### src/rtl/binreg_file_if.sv
// binreg_file_if: write, dual-read and clear-control bundle for binreg_file.
interface binreg_file_if #(parameter int DW = 1, parameter int AW = 7);
    logic          wen;
    logic [AW-1:0] waddr;
    logic [DW-1:0] wdata;
    logic [DW-1:0] wmask;
    logic          ren_a;
    logic          ren_b;
    logic [AW-1:0] raddr_a;
    logic [AW-1:0] raddr_b;
    logic [DW-1:0] rdata_a;
    logic [DW-1:0] rdata_b;
    logic          rvalid_a;
    logic          rvalid_b;
    logic          clr_req;
    logic          clr_busy;
    logic          clr_done;
    logic          oob_err;
    modport master (
        output wen, waddr, wdata, wmask, ren_a, ren_b, raddr_a, raddr_b, clr_req,
        input  rdata_a, rdata_b, rvalid_a, rvalid_b, clr_busy, clr_done, oob_err
    );
    modport slave (
        input  wen, waddr, wdata, wmask, ren_a, ren_b, raddr_a, raddr_b, clr_req,
        output rdata_a, rdata_b, rvalid_a, rvalid_b, clr_busy, clr_done, oob_err
    );
endinterface

### src/rtl/binreg_file.sv
// binreg_file: masked dual-read-port register file with background clear sequencer.
// Define RDW_BYPASS_EN to forward same-cycle write data to a same-address read.
module binreg_file #(
    parameter int DW    = 1,
    parameter int DEPTH = 84,
    parameter int AW    = 7
) (
    input logic         clk,
    input logic         rst,
    binreg_file_if.slave bus
);
    localparam logic [AW-1:0] LAST = AW'(DEPTH - 1);
    typedef enum logic {IDLE, CLEAR} state_t;
    state_t        state, state_nx;
    logic [AW-1:0] cnt, cnt_nx;
    logic [DW-1:0] mem [DEPTH];
    logic [DW-1:0] wcur, wnew, rd_a, rd_b;
    logic          busy, we, oob_w, oob_a, oob_b;
    assign busy         = state == CLEAR;
    assign bus.clr_busy = busy;
    assign oob_w        = bus.waddr > LAST;
    assign oob_a        = bus.raddr_a > LAST;
    assign oob_b        = bus.raddr_b > LAST;
    assign we           = bus.wen && !oob_w && !busy;
    always_comb begin
        state_nx = busy ? (cnt == LAST ? IDLE : CLEAR) : (bus.clr_req ? CLEAR : IDLE);
        cnt_nx   = (busy && cnt != LAST) ? cnt + AW'(1) : '0;
        wcur     = oob_w ? '0 : mem[bus.waddr];
        wnew     = (wcur & ~bus.wmask) | (bus.wdata & bus.wmask);
`ifdef RDW_BYPASS_EN
        rd_a     = (we && bus.waddr == bus.raddr_a) ? wnew : oob_a ? '0 : mem[bus.raddr_a];
        rd_b     = (we && bus.waddr == bus.raddr_b) ? wnew : oob_b ? '0 : mem[bus.raddr_b];
`else
        rd_a     = oob_a ? '0 : mem[bus.raddr_a];
        rd_b     = oob_b ? '0 : mem[bus.raddr_b];
`endif
    end
    always_ff @(posedge clk) begin
        if (!rst) begin
            state <= IDLE;
            cnt   <= '0;
        end else begin
            state <= state_nx;
            cnt   <= cnt_nx;
        end
    end
    // Writes are locked out while clearing, so the two mem updates never collide.
    always_ff @(posedge clk) begin
        if (!rst) begin
            for (int i = 0; i < DEPTH; i++) mem[i] <= '0;
            bus.rdata_a  <= '0;
            bus.rdata_b  <= '0;
            bus.rvalid_a <= 1'b0;
            bus.rvalid_b <= 1'b0;
            bus.clr_done <= 1'b0;
            bus.oob_err  <= 1'b0;
        end else begin
            if (we) mem[bus.waddr] <= wnew;
            if (busy) mem[cnt] <= '0;
            if (bus.ren_a) bus.rdata_a <= rd_a;
            if (bus.ren_b) bus.rdata_b <= rd_b;
            bus.rvalid_a <= bus.ren_a;
            bus.rvalid_b <= bus.ren_b;
            bus.clr_done <= busy && cnt == LAST;
            bus.oob_err  <= (bus.wen && oob_w) || (bus.ren_a && oob_a) || (bus.ren_b && oob_b);
        end
    end
endmodule

### src/flat_wrapper.sv
// flat-port wrapper written by rule: the top's interface ports become plain ports
module binreg_file_flat 
#(
    parameter int DW    = 1,
    parameter int DEPTH = 84,
    parameter int AW    = 7
)
  (clk, rst, bus_wen, bus_waddr, bus_wdata, bus_wmask, bus_ren_a, bus_ren_b, bus_raddr_a, bus_raddr_b, bus_clr_req, bus_rdata_a, bus_rdata_b, bus_rvalid_a, bus_rvalid_b, bus_clr_busy, bus_clr_done, bus_oob_err);
  binreg_file_if #(.DW(DW), .AW(AW)) bus_i ();
  input logic clk;
  input logic rst;
  input wire logic [$bits(bus_i.wen)-1:0] bus_wen;
  input wire logic [$bits(bus_i.waddr)-1:0] bus_waddr;
  input wire logic [$bits(bus_i.wdata)-1:0] bus_wdata;
  input wire logic [$bits(bus_i.wmask)-1:0] bus_wmask;
  input wire logic [$bits(bus_i.ren_a)-1:0] bus_ren_a;
  input wire logic [$bits(bus_i.ren_b)-1:0] bus_ren_b;
  input wire logic [$bits(bus_i.raddr_a)-1:0] bus_raddr_a;
  input wire logic [$bits(bus_i.raddr_b)-1:0] bus_raddr_b;
  input wire logic [$bits(bus_i.clr_req)-1:0] bus_clr_req;
  output wire logic [$bits(bus_i.rdata_a)-1:0] bus_rdata_a;
  output wire logic [$bits(bus_i.rdata_b)-1:0] bus_rdata_b;
  output wire logic [$bits(bus_i.rvalid_a)-1:0] bus_rvalid_a;
  output wire logic [$bits(bus_i.rvalid_b)-1:0] bus_rvalid_b;
  output wire logic [$bits(bus_i.clr_busy)-1:0] bus_clr_busy;
  output wire logic [$bits(bus_i.clr_done)-1:0] bus_clr_done;
  output wire logic [$bits(bus_i.oob_err)-1:0] bus_oob_err;
  assign bus_i.wen = bus_wen;
  assign bus_i.waddr = bus_waddr;
  assign bus_i.wdata = bus_wdata;
  assign bus_i.wmask = bus_wmask;
  assign bus_i.ren_a = bus_ren_a;
  assign bus_i.ren_b = bus_ren_b;
  assign bus_i.raddr_a = bus_raddr_a;
  assign bus_i.raddr_b = bus_raddr_b;
  assign bus_i.clr_req = bus_clr_req;
  assign bus_rdata_a = bus_i.rdata_a;
  assign bus_rdata_b = bus_i.rdata_b;
  assign bus_rvalid_a = bus_i.rvalid_a;
  assign bus_rvalid_b = bus_i.rvalid_b;
  assign bus_clr_busy = bus_i.clr_busy;
  assign bus_clr_done = bus_i.clr_done;
  assign bus_oob_err = bus_i.oob_err;
  binreg_file #(.DW(DW), .DEPTH(DEPTH), .AW(AW)) u_core (.clk(clk), .rst(rst), .bus(bus_i));
endmodule
### config.mk
export PLATFORM = sky130hd
export DESIGN_NAME = binreg_file_flat
export DESIGN_NICKNAME = d
export VERILOG_FILES = /design/src/rtl/binreg_file_if.sv /design/src/rtl/binreg_file.sv /design/src/flat_wrapper.sv
export SDC_FILE = /design/constraint.sdc
export NUM_CORES = 1
export LEC_CHECK = 0
export BUFFER_PORTS_ARGS = -buffer_cell sky130_fd_sc_hd__buf_2
export CELL_PAD_IN_SITES_DETAIL_PLACEMENT = 1
export CELL_PAD_IN_SITES_GLOBAL_PLACEMENT = 1
export CORE_MARGIN = 2
export CORE_UTILIZATION = 45
export DETAILED_ROUTE_END_ITERATION = 16
export GPL_ROUTABILITY_DRIVEN = 0
export MAX_ROUTING_LAYER = met4
export PLACE_DENSITY_LB_ADDON = 0.1
export SLEW_MARGIN = 20
export SYNTH_ARGS = -nofsm -noshare
export SYNTH_HDL_FRONTEND = slang
export SYNTH_SLANG_ARGS = --single-unit
### constraint.sdc
create_clock -name clk -period 3.1 [get_ports clk]
set_input_delay 0.62 -clock clk [delete_from_list [all_inputs] [get_ports clk]]
set_output_delay 0.62 -clock clk [all_outputs]
set_load 0.02 [all_outputs]
==> impl_metrics.py <==
metrics = {
    "run_status": {
        "outcome": "completed",
    },
    "layout": {
        "diodes": 0,
        "layout-drive-gt1-share": 0.2703,
        "area_growth_syn_to_layout_pct": 12.51,
        "final.fill_count": 2145,
        "final_nets": 943,
        "final_util": 0.5146,
    },
    "route": {
        "drtPass1Iterations": 5,
        "drt-vias-per-instance": 6.441,
        "ant_nets": 0,
        "drc": 0,
        "drt-total-wl_um": 31100,
        "vias": 7665,
        "drtIter0Drc": 794,
        "wire_per_inst_um": 26.13,
    },
    "global_route": {
        "antenna_found_initial": 0,
        "grt_pass1_wl_um": 47340,
        "grt_max_degree": 89,
        "grt_overflow": 0,
        "grt.total_usage": 0.3185,
        "grt_pass1_vias": 7789,
    },
    "clock_network": {
        "clock-sinks": 142,
        "htree_levels": 4,
        "cts.repair.resized": 0,
        "numCtsBuffers": 17,
        "cts_root_buf": "clkbuf_16",
        "clk_pin_slew_worst_paths_ns": 0.06,
        "cts_setup_buffers": 0,
        "cts_buffer_depth": 2,
        "worstSkewPairLatency_ns": 0.43,
        "cts_tree": "built",
        "cts_hold_buf": 0,
    },
    "sta": {
        "finalSetupViolCount": 0,
        "setup_tns_ns": 0,
        "hold_viol_final": 0,
        "finClkSkew_ns": 0.008476,
        "min_period_over_period": 0.8758,
        "setup_ws_ns": 0.3852,
        "period_minus_slack_ns": 2.715,
        "maxSlewHeadroom": 0.3695,
        "clock.fmax_mhz": 368.3,
        "tightest_slew_ns": 0.9458,
        "slew_violations": 0,
        "grt_setup_unrepaired": "no",
    },
    "placement": {
        "hpwl_um": 22600,
        "dp_slack_ns": -0.04067,
        "port_buffers": 35,
    },
    "power": {
        "p_seq_frac": 0.425,
        "irDropWorstVdd_v": 0.0003574,
        "power.internal_mw": 3.365,
        "power_frac_clock": 0.450,
        "combPwrFrac": 0.125,
        "power_mw": 4.566,
        "netSwitchingFraction": 0.2630,
        "p_sw_mw": 1.201,
        "leakagePower_nw": 3.460,
        "p_per_area_mw_per_mm2": 455.9,
    },
    "synthesis": {
        "ys_top_cells_by_area": "dfxtp_1, edfxtp_1, mux4_2",
        "synth_top_area_frac": 0.2204,
        "ys_seq_elements": 142,
        "synthSimpleGateAreaFrac": 0.1795,
        "muxShareOfSynthArea": 0.2544,
        "syn-cell-area_sq_mm": 0.008902,
        "synth_cell_type_count": 67,
        "synth_top_family_by_area": "multiplexers",
        "synth_area_per_cell_sq_um": 10.28,
        "synthCells": 866,
        "async_reset_ff_frac": 0,
        "synth_nets": 896,
        "synth_edf_count": 44,
        "synth_compound_area_frac": 0.1314,
        "synth_most_common_cell": "nand2_1",
        "ys_seq_area_frac": 0.3688,
        "ys.flop_type": "dfxtp_1",
        "yosysWarningCount": 0,
        "yosys.area.top_type": "dfxtp_1",
        "synth_fa_ha_area_frac": 0.001405,
        "ys_top_cells_by_count": "nand2_1, nand3_1, dfxtp_1, nor2_1",
        "synth_xor_area_frac": 0.004919,
    },
    "critical_path": {
        "startpoint_type": "input port",
        "cp.buffers_inverters": 2,
        "path_cells": "buf_2 > mux4_2 > a221o_1 > a311oi_1 > or3_1 > a31o_4 > buf_4 > o21ai_0",
        "crit_family": "compound AO/OA/AOI/OAI gates",
        "worstPathArrival_ns": 3.01,
        "rrSetupSlack_ns": 0.44,
        "crit_fanout": 17,
        "worstSetupPathType": "input port to flip-flop",
        "required_ns": 3.40,
        "crit_slowest_cell": "mux4_2",
        "critPathCaptureType": "flip-flop",
        "slowest_delay_ns": 0.59,
    },
    "floorplanning": {
        "die_x_um": 144.7,
        "core-area_sq_mm": 0.01946,
        "die_h_um": 144.7,
        "placement_rows": 51,
        "die_area_sq_mm": 0.02092,
        "initial_utilization": 0.4574,
        "num_io_pins": 36,
    },
    "flow_run": {
        "maxCapViolations": 0,
    },
    "hold_path": {
        "hold_class": "input port to flip-flop",
    },
}
==> layer usage <==
metal / part of all wire / track usage
met5: 0 / -
met4: 0.034 / 0.1083
met3: 0.074 / 0.06186
met2: 0.47 / 0.4984
met1: 0.42 / 0.4179
==> power groups by stage <==
| stage | Sequential [mW] | Clock (mW) | Combinational (mW) |
|---|---|---|---|
| floorplan | 1.98 | 0 | 0.376 |
| global placement | 1.98 | 0 | 0.552 |
| CTS | 1.94 | 2.09 | 0.566 |
| global route | 1.94 | 2.16 | 0.605 |
| finish | 1.94 | 2.05 | 0.571 |
| detailed placement | 1.98 | 0 | 0.563 |
==> final cells by class <==
class                           count  area (sq um)  share of cell area
Multi-Input combinational cell    652          5107              0.5099
Sequential cell                   142          3283              0.3278
Timing Repair Buffer               90         663.1             0.06621
Clock buffer                       23         510.5             0.05097
Tap cell                          265         331.6             0.03310
Clock inverter                      8         78.83            0.007870
Inverter                           10         41.29            0.004122
==> worst paths after layout <==
path | endpoint | cells past startpoint | startpoint
setup / recovery | u_core.mem[83] | 8 | bus_waddr[0]
hold / removal | u_core.bus.clr_busy | 3 | bus_clr_req
setup reg to reg | u_core.mem[73] | 8 | u_core.bus.clr_busy
hold reg to reg | u_core.mem[78] | 2 | u_core.mem[78]
==> worst reg2reg max path, stage by stage, from the launching register on <==
cell and delay [ns]:
dfxtp_1 0.43, and2_1 0.38, buf_4 0.25, nor2_1 0.07, a31oi_1 0.68, nor2_1 0.35, nand2_1 0.22, nand3_1 0.11
o21ai_2 0.11
==> registers in the layout, indices dropped and copies added, names as in the netlist <==
| signal | flops |
|---|---|
| u_core.mem | 128 |
| u_core.cnt | 7 |
| u_core.bus.clr_busy | 1 |
| u_core.bus.clr_done | 1 |
| u_core.bus.oob_err | 1 |
| u_core.bus.rdata_a | 1 |
| u_core.bus.rdata_b | 1 |
| u_core.bus.rvalid_a | 1 |
| u_core.bus.rvalid_b | 1 |
==> cells in the final DEF (no fill, tap or decap), types with 11 or more instances in the layout <==
cell type    n
nand3_1    101
o21ai_0     43
edfxtp_1    44
clkbuf_16   19
buf_2       35
a21oi_1     12
nor2_1      82
mux2i_1     56
nand2b_1    13
o21ai_2     49
dfxtp_1     98
buf_4       49
nor2b_1     11
mux4_2      60
nand2_1    111
==> kinds of logic (layout without fill, tap and decap cells) <==
kind of cell               Yosys count  count (layout)
AOI/OAI and AO/OA                  164             164
xor gates and xnor gates             5               5
adders and majority gates            1               1
buffers and inverters               72             131
DFF                                142             142
muxes                              134             134
and+or+nand+nor                    348             348
==> through the flow <==
stage,cells,hold WS [ns],cell area [sq um]
floorplan,866,0.4379,8899
global placement,1159,0.4778,9427
detailed placement,1159,0.4878,9427
CTS,1190,0.4209,10020
global route,1190,0.4351,10020
finish,1190,0.4318,10020
No activity file was read; power rests on OpenSTA's default activity.
